## config.mk

```make
export PLATFORM = sky130hd
export DESIGN_NAME = serial_frame_rx
export DESIGN_NICKNAME = d
export VERILOG_FILES = /design/src/rtl/serial_frame_rx.sv
export SDC_FILE = /design/constraint.sdc
export NUM_CORES = 1
export LEC_CHECK = 0
export ABC_AREA = 1
export ABC_CLOCK_PERIOD_IN_PS = 2150
export BUFFER_PORTS_ARGS = -buffer_cell sky130_fd_sc_hd__buf_2
export CAP_MARGIN = 25
export CORE_MARGIN = 2
export CORE_UTILIZATION = 55
export CTS_CLUSTER_SIZE = 14
export DETAILED_ROUTE_END_ITERATION = 16
export GPL_TIMING_DRIVEN = 0
export PLACE_DENSITY_LB_ADDON = 0.1
export SYNTH_ARGS = -nofsm -noshare
export SYNTH_HDL_FRONTEND = slang
export SYNTH_SLANG_ARGS = --single-unit
```

## constraint.sdc

```tcl
create_clock -name clock -period 2.15 [get_ports clock]
set_input_delay 0.3225 -clock clock [delete_from_list [all_inputs] [get_ports clock]]
set_output_delay 0.3225 -clock clock [all_outputs]
set_load 0.05 [all_outputs]
```

## src/rtl/serial_frame_rx.sv

```systemverilog
// Serial frame receiver: assembles 8-bit frames from (sin, bit_idx) pairs with framing checks.
// Define RX_PATTERN_CHECK_EN to compare each byte against the sel-derived pattern.
module serial_frame_rx (
    input  logic       clock,
    input  logic       reset,
    input  logic       en,
    input  logic       sin,
    input  logic [2:0] bit_idx,
    input  logic [2:0] sel,
    input  logic       byte_ready,
    output logic [7:0] byte_out,
    output logic       byte_valid,
    output logic       match,
    output logic [7:0] err_count,
    output logic       overrun,
    output logic [1:0] state
);

`ifdef RX_PATTERN_CHECK_EN
    localparam bit CHK_EN = 1'b1;
`else
    localparam bit CHK_EN = 1'b0;
`endif

    localparam int unsigned BYTE_W = 8;
    localparam int unsigned IDX_W  = 3;

    typedef enum logic [1:0] {
        S_IDLE     = 2'b00,
        S_HUNT     = 2'b01,
        S_ASSEMBLE = 2'b10
    } state_e;

    state_e              state_q, state_d;
    logic [IDX_W-1:0]    exp_idx_q, exp_idx_d;
    logic [BYTE_W-1:0]   shreg_q, shreg_d;
    logic [IDX_W-1:0]    sel_cap_q, sel_cap_d;
    logic [BYTE_W-1:0]   byte_out_q, byte_out_d;
    logic                byte_valid_q, byte_valid_d;
    logic                match_q, match_d;
    logic [BYTE_W-1:0]   err_count_q, err_count_d;
    logic                overrun_q, overrun_d;

    logic                frame_done;
    logic                err_inc;
    logic                pat_hit;
    logic [BYTE_W-1:0]   new_byte;
    logic [BYTE_W-1:0]   pattern;

    always_comb begin
        state_d      = state_q;
        exp_idx_d    = exp_idx_q;
        shreg_d      = shreg_q;
        sel_cap_d    = sel_cap_q;
        byte_out_d   = byte_out_q;
        byte_valid_d = byte_valid_q;
        match_d      = match_q;
        err_count_d  = err_count_q;
        overrun_d    = overrun_q;
        frame_done   = 1'b0;
        err_inc      = 1'b0;
        new_byte     = {sin, shreg_q[6:0]};
        pattern      = 8'hFF >> (3'd7 - sel_cap_q);
        pat_hit      = CHK_EN && (new_byte == pattern);

        // Frame assembly; dropping en abandons any partial frame.
        if (!en) begin
            state_d   = S_IDLE;
            exp_idx_d = '0;
            shreg_d   = '0;
        end else begin
            case (state_q)
                S_IDLE: state_d = S_HUNT;
                S_HUNT: begin
                    if (bit_idx == 3'd0) begin
                        shreg_d   = {7'd0, sin};
                        sel_cap_d = sel;
                        exp_idx_d = 3'd1;
                        state_d   = S_ASSEMBLE;
                    end
                end
                S_ASSEMBLE: begin
                    if (bit_idx == exp_idx_q) begin
                        exp_idx_d = exp_idx_q + 3'd1;
                        if (bit_idx == 3'd0) begin
                            shreg_d   = {7'd0, sin};
                            sel_cap_d = sel;
                        end else begin
                            shreg_d[bit_idx] = sin;
                        end
                        frame_done = (bit_idx == 3'd7);
                    end else begin
                        err_inc   = 1'b1;
                        shreg_d   = '0;
                        exp_idx_d = '0;
                        state_d   = S_HUNT;
                    end
                end
                default: state_d = S_IDLE;
            endcase
        end

        // Output handoff: a completed frame is dropped only if the held byte is still unconsumed.
        if (frame_done) begin
            if (byte_valid_q && !byte_ready) begin
                overrun_d = 1'b1;
            end else begin
                byte_out_d   = new_byte;
                byte_valid_d = 1'b1;
                match_d      = pat_hit;
                if (CHK_EN && !pat_hit) err_inc = 1'b1;
            end
        end else if (byte_valid_q && byte_ready) begin
            byte_valid_d = 1'b0;
        end

        if (err_inc && (err_count_q != 8'hFF)) err_count_d = err_count_q + 8'd1;
    end

    always_ff @(posedge clock or negedge reset) begin
        if (!reset) begin
            state_q      <= S_IDLE;
            exp_idx_q    <= '0;
            shreg_q      <= '0;
            sel_cap_q    <= '0;
            byte_out_q   <= '0;
            byte_valid_q <= 1'b0;
            match_q      <= 1'b0;
            err_count_q  <= '0;
            overrun_q    <= 1'b0;
        end else begin
            state_q      <= state_d;
            exp_idx_q    <= exp_idx_d;
            shreg_q      <= shreg_d;
            sel_cap_q    <= sel_cap_d;
            byte_out_q   <= byte_out_d;
            byte_valid_q <= byte_valid_d;
            match_q      <= match_d;
            err_count_q  <= err_count_d;
            overrun_q    <= overrun_d;
        end
    end

    assign byte_out   = byte_out_q;
    assign byte_valid = byte_valid_q;
    assign match      = match_q;
    assign err_count  = err_count_q;
    assign overrun    = overrun_q;
    assign state      = state_q;

endmodule

```

==> impl_results.md, run 1 <==
- Hold-fix buffers at CTS: 0
- Max-capacitance violation count: 0
- Clk buf depth: 2
- First-pass GRT wire length: ~5500 um
- Clk sink count: 30
- Pre-CTS setup slack: approximately 0.65 ns
- Die area: 3570 um2
- Tightest Hold Check Type: input pin to async pin
- Count of cell types in the netlist: 32
- Asr flop ratio synth: 1.00
- R2R Setup Slk: about 0.65 ns
- Final WS setup: between 0.6 and 0.7 ns
- Ys flop type: dfrtp_1
- Buf/Inv on CP: 1
- Die Wd: about 60 um
- Share of cells above drive strength 1: 0.236
- Final #Nets: 258
- Count leader, synth: nand2_1
- Clock slew at reported path FFs: ~0.11 ns
- Vias per inst: 5.24
- Root buffer cell: clkbuf_4
- Input/output buffers: 25
- Yosys top cell area share: 0.439
- WP depth: 8
- R2R Path End: err_count[6]$_DFFE_PN0P_
- Period utilisation layout: 0.699
- Actual slew at the worst max-slew pin: around 0.64 ns
- Worst path slowest cell: dfrtp_1
- Final min period: ~1.5 ns
- Final Max Tran Viols: 0
- Routed Antenna Nets: 0
- Post-synthesis mux area share: 0
- Synth warnings: 0
- WS Path Type: register to register
- Req. time, crit path: between 2 and 2.5 ns
- Path depth of the worst reg2reg path: 8
- Seq/Total Area, Yosys: 0.439
- Post-cts repair resize count: 0
- Initial antenna violation count: 0
- Vias: around 1500
- Post-synthesis average cell area: approximately 8.0 um2
- Synth Register Bits: 30
- # rows: 20
- Post-route DRC: 0
- FF-to-FF Start: err_count[0]$_DFFE_PN0P_
- H-Tree Depth: 2
- Post-synth top cells: 74 x nand2_1, 30 x dfrtp_1, 16 x inv_1
- Static Leak: around 1.1 nW
- Die Height: 59.8 um
- Initial DRC Count: 88
- Post-Syn Nets: 226
- Antenna Cells: 0
- CTS tree: built
- Synth area leaders: dfrtp_1 44%, nand2_1 16%, nand4_1 5.5%, nand3_1 4.1%, inv_1 3.5%
- Post-CTS Setup Bufs: 0
- Gr usage total: 0.207
- Top cell by count, worst path: nand3_1
- Capture point of the worst path: err_count[6]$_DFFE_PN0P_
- Boundary pin count: 32
- Worst setup EP type: register
- Largest family of logic cells by synthesized area: simple AND/OR/NAND/NOR gates
- Wire per inst: 11.3 um
- Post-DP HPWL: 2400 um
- Relative slew slack: 0.575
- Vias in the first global route: between 1000 and 1500
- Post-synthesis simple-gate area fraction: 0.385
- Slowest stage delay, CP: between 0.4 and 0.5 ns
- Starting density of the core: 0.570
- Crit path launch: err_count[0]$_DFFE_PN0P_
- Top delay family on crit path: simple AND/OR/NAND/NOR gates
- WP data arrival: about 1.7 ns
- Xor and xnor fraction of the mapped netlist area: 0.0454
- Status: completed
- Final TNS setup: 0 ns
- Worst setup SP type: register
- Setup Viol. Count Final: 0
- Setup repair after global routing missed its margin: false
- Worst-path maximum fanout: 10
- Fin. Hold Viols: 0
- Core box area: between 3000 and 4000 um2
- Inserted Clock Buffers: 5
- GPL Wtd Cong: 0.814
- Synth area leader: dfrtp_1
- Crit path cell chain: ha_1 > nand3_1 > nor2_1 > nand3_1 > nand3_2 > buf_6 > nand2_1 > o21ai_0
- Area Overhead vs Synth: 13.5%
- First-pass iteration count of the detailed router: 5
- Adder-cell share of the synthesized area: 0.0146
- Grt ovf: 0
- EDFF count, synth: 0
- Synthesized area: between 1500 and 2000 um2
- Max VDD drop: roughly 0.00063 V
- Maximum clock rate: about 670 MHz
- Largest net degree at the start of global routing: 31
- Synth Instances: 213
- P per Cell Area: between 700 and 800 nW/um2
- Worst-Skew Late Latency: around 0.32 ns
- Setup Skew: around 0.011 ns
- Synth Area in Compound Gates: 0.0337
- Routed WL: roughly 3200 um
==> kinds of logic after synthesis <==
logic type | count (synthesis)
and+or+nand+nor | 134
DFF | 30
buffers and inverters | 28
AOI/OAI and AO/OA | 10
xor gates and xnor gates | 8
adders and majority gates | 2
other | 1
==> area by class of cell <==
class                      count  area [um2]
buffer                         6        52.6
tap                           33        41.3
sequential                    30         751
clock inverter                 2        12.5
inverter                      22        85.1
timing repair buffer          25         125
multi-input combinational    155         822
fill                         266        1060
clock buffer                   6        51.3
==> worst min path at each step <==
| stage | startpoint | to | cells after the start |
|---|---|---|---|
| after floorplan | reset | byte_out[0]$_DFFE_PN0P_ | 0 |
| after global placement | reset | err_count[5]$_DFFE_PN0P_ | 1 |
| after detailed placement | reset | err_count[5]$_DFFE_PN0P_ | 1 |
| after CTS | reset | shreg_q[0]$_DFFE_PN0P_ | 1 |
| after global routing | reset | err_count[3]$_DFFE_PN0P_ | 1 |
| final | reset | shreg_q[0]$_DFFE_PN0P_ | 1 |
==> metrics by stage <==
stage                     hold slack [ns]  power, mW  utilization  std cells  area, um2
final                             0.00818       1.39        0.646        279       1940
after global routing               0.0442       1.48        0.646        279       1940
after CTS                          0.0265       1.40        0.646        279       1940
after floorplan                    0.0269      0.951            -        213       1710
after detailed placement            0.384       1.04        0.625        271       1880
after global placement              0.383       1.04        0.625        271       1880
==> layer usage <==
metal | up-vias | part of all wire | GRT usage
met5 | - | 0 | 0
met4 | 0 | 0.0038 | 0.0381
met1 | 668 | 0.49 | 0.271
met3 | 2 | 0.047 | 0.0649
li1 | 754 | - | -
met2 | 37 | 0.46 | 0.339
==> state kept, by name, indices dropped and copies added (netlist names) <==
signal      cells
overrun         1
shreg_q         7
err_count       8
exp_idx_q       3
state           2
byte_out        8
byte_valid      1
==> worst reg2reg max path, cell delays in order, from the launching register on <==
cell	delay (ns)
dfrtp_1	0.42
ha_1	0.20
nand3_1	0.12
nor2_1	0.17
nand3_1	0.13
nand3_2	0.13
buf_6	0.14
nand2_1	0.05
o21ai_0	0.06
==> power by group <==
| group | switching, mW | leakage, nW | internal, mW |
|---|---|---|---|
| combinational | 0.279 | 0.633 | 0.106 |
| sequential | 0.0418 | 0.410 | 0.604 |
| clock | 0.199 | 0.0343 | 0.157 |
==> cell usage in the layout (no fill, tap or decap), drive strengths merged, types with 6 or more instances in the layout <==
master  netlist  layout
nor2         15      15
nand4        16      16
nand2        79      79
xnor2         7       7
o21ai         6       6
buf           5      30
nand3        16      16
inv          22      22
clkbuf        1       7
dfrtp        30      30
Note: power is estimated with default switching activity, not from simulation.
==> inputs of run 2 (changes only) <==
ABC_CLOCK_PERIOD_IN_PS = 1400   (was 2150)
clock period = 1.4 ns   (was 2.15 ns; I/O delays follow)
==> run 2 against run 1 <==
- the flow now finishes with violations (setup timing)
- utilization grew 5.9 points
- non-clock buffer count grew 9
- hold slack improved by 0.15 ns
- critical path depth decreased by 2
==> impl_results.md, run 2 (synthesis gave the netlist of run 1 again) <==
- Vias per inst: approximately 5.2
- Static Leak: roughly 1.1 nW
- Most common cell after layout, fill and taps aside: nand2_1
- Crit path launch: exp_idx_q[0]$_DFFE_PN0P_
- First-pass iteration count of the detailed router: 4
- Setup Viol. Count Final: 8
- Post-route DRC: 0
- Post-route design area: between 2000 and 2500 um2
- Root buffer cell: clkbuf_4
- Clk sink count: 30
- Routed WL: around 3400 um
- Routed Antenna Nets: 0
- Relative slew slack: 0.568
- Gr usage total: 0.212
- FF-to-FF Start: exp_idx_q[0]$_DFFE_PN0P_
- Die area: between 3000 and 4000 um2
- Setup repair after global routing missed its margin: true
- H-Tree Depth: 2
- Inserted Clock Buffers: 5
- Grt ovf: 0
- First-pass GRT wire length: about 5700 um
- Die Height: approximately 60 um
- Worst setup EP type: register
- Worst setup SP type: register
- Final WS setup: -0.0282 ns
- Starting density of the core: 0.570
- Actual slew at the worst max-slew pin: 0.648 ns
- Final std cells w/o fill: 288
- CTS tree: built
- Req. time, crit path: between 1.5 and 2 ns
- Pre-CTS setup slack: -0.0730 ns
- # rows: 20
- Placed Cells: 271
- Area post-placement: approximately 1900 um2
- Vias in the first global route: 1280
- Max-capacitance violation count: 0
- Antenna Cells: 0
- Largest net degree at the start of global routing: 31
- Period utilisation layout: 1.02
- Core box area: 3000 um2
- Final TNS setup: -0.113 ns
- GPL Wtd Cong: approximately 0.83
- WP data arrival: around 1.7 ns
- Hold wc startpoint: sin
- Setup Skew: roughly 0.0081 ns
- Final Max Tran Viols: 0
- Maximum clock rate: approximately 700 MHz
- Area Overhead vs Synth: 23.8%
- Failing checks: setup timing
- Worst-path maximum fanout: 10
- Final #Nets: 267
- Die Wd: between 50 and 60 um
- Clk buf depth: 2
- Initial antenna violation count: 0
- Hold Path Stages: 3
- Fin. Hold Viols: 0
- WS Path Type: register to register
- P per Cell Area: roughly 1100 nW/um2
- Share of cells above drive strength 1: 0.349
- Wire per inst: 11.9 um
- Status: complete, but fails checks
- Boundary pin count: 32
- Total power: between 2 and 2.5 mW
- Post-DP HPWL: 2380 um
- Input/output buffers: 25
- Most frequent cells in the layout: 66 x nand2_1, 25 x buf_2, 24 x dfrtp_1
- Worst-Skew Late Latency: approximately 0.33 ns
- Path depth of the worst reg2reg path: 6
- Vias: 1492
- Final min period: approximately 1.4 ns
- Tightest Hold Check Type: input pin to register
- Max VDD drop: between 0.0009 and 0.001 V
- Clock slew at reported path FFs: approximately 0.10 ns
- Initial DRC Count: 48
## run 2: worst max-delay path, cell delays in order (launching register included)
cell and delay (ns):
dfrtp_1 0.44, xnor2_2 0.29, nand4_4 0.19, inv_4 0.13, buf_8 0.14, nand4_1 0.08
nand2_1 0.09
## run 2: what timing repair did
| item | 4_1_cts | 5_1_grt |
|---|---|---|
| setup buffers | 1 | 6 |
| pin swaps | 1 | 6 |
| hold buffers | 1 | 0 |
| hold endpoints to repair | 30 | 0 |
| endpoints found under the setup margin | 14 | 26 |
| resized for setup | 4 | 21 |
| gates cloned | 0 | 1 |
## run 2: worst paths after layout
| check | slack, ns | to |
|---|---|---|
| setup / recovery | -0.03 | byte_out[3]$_DFFE_PN0P_ |
| hold / removal | 0.16 | byte_out[7]$_DFFE_PN0P_ |
| setup reg to reg | -0.03 | byte_out[3]$_DFFE_PN0P_ |
| hold reg to reg | 0.47 | byte_out[4]$_DFFE_PN0P_ |
| max in group asynchronous | 0.50 | err_count[1]$_DFFE_PN0P_ |
| min in group asynchronous | 0.44 | shreg_q[0]$_DFFE_PN0P_ |
## run 2: final cells by class
class / instances / area, um2
clock inverters: 2 / 12.5
flip-flops and latches: 30 / 758
multi-input cells: 155 / 912
inverters: 22 / 87.6
well taps: 33 / 41.3
repair buffers: 34 / 199
clock buffers: 6 / 51.3
plain buffers: 6 / 56.3
fillers: 235 / 885
## run 2: metrics by stage
| stage | util | hold slack (ns) |
|---|---|---|
| 2_1_floorplan | - | -0.0856 |
| 3_3_place_gp | 0.634 | 0.278 |
| 3_5_place_dp | 0.634 | 0.280 |
| 4_1_cts | 0.665 | 0.144 |
| 5_1_grt | 0.705 | 0.130 |
| 6_report | 0.705 | 0.156 |
## run 2: where the power goes
| part | switching (mW) | internal (mW) | leakage [nW] |
|---|---|---|---|
| clock network | 0.310 | 0.241 | 0.0343 |
| logic | 0.466 | 0.244 | 0.693 |
| registers | 0.0889 | 0.937 | 0.402 |
## run 2: per-layer routing
metal / wire, um / track usage / vias to the layer above
li1: - / - / 773
met1: 1620 / 0.287 / 676
met2: 1590 / 0.335 / 38
met3: 184 / 0.0519 / 5
met4: 42 / 0.0667 / 0
met5: 0 / 0 / -
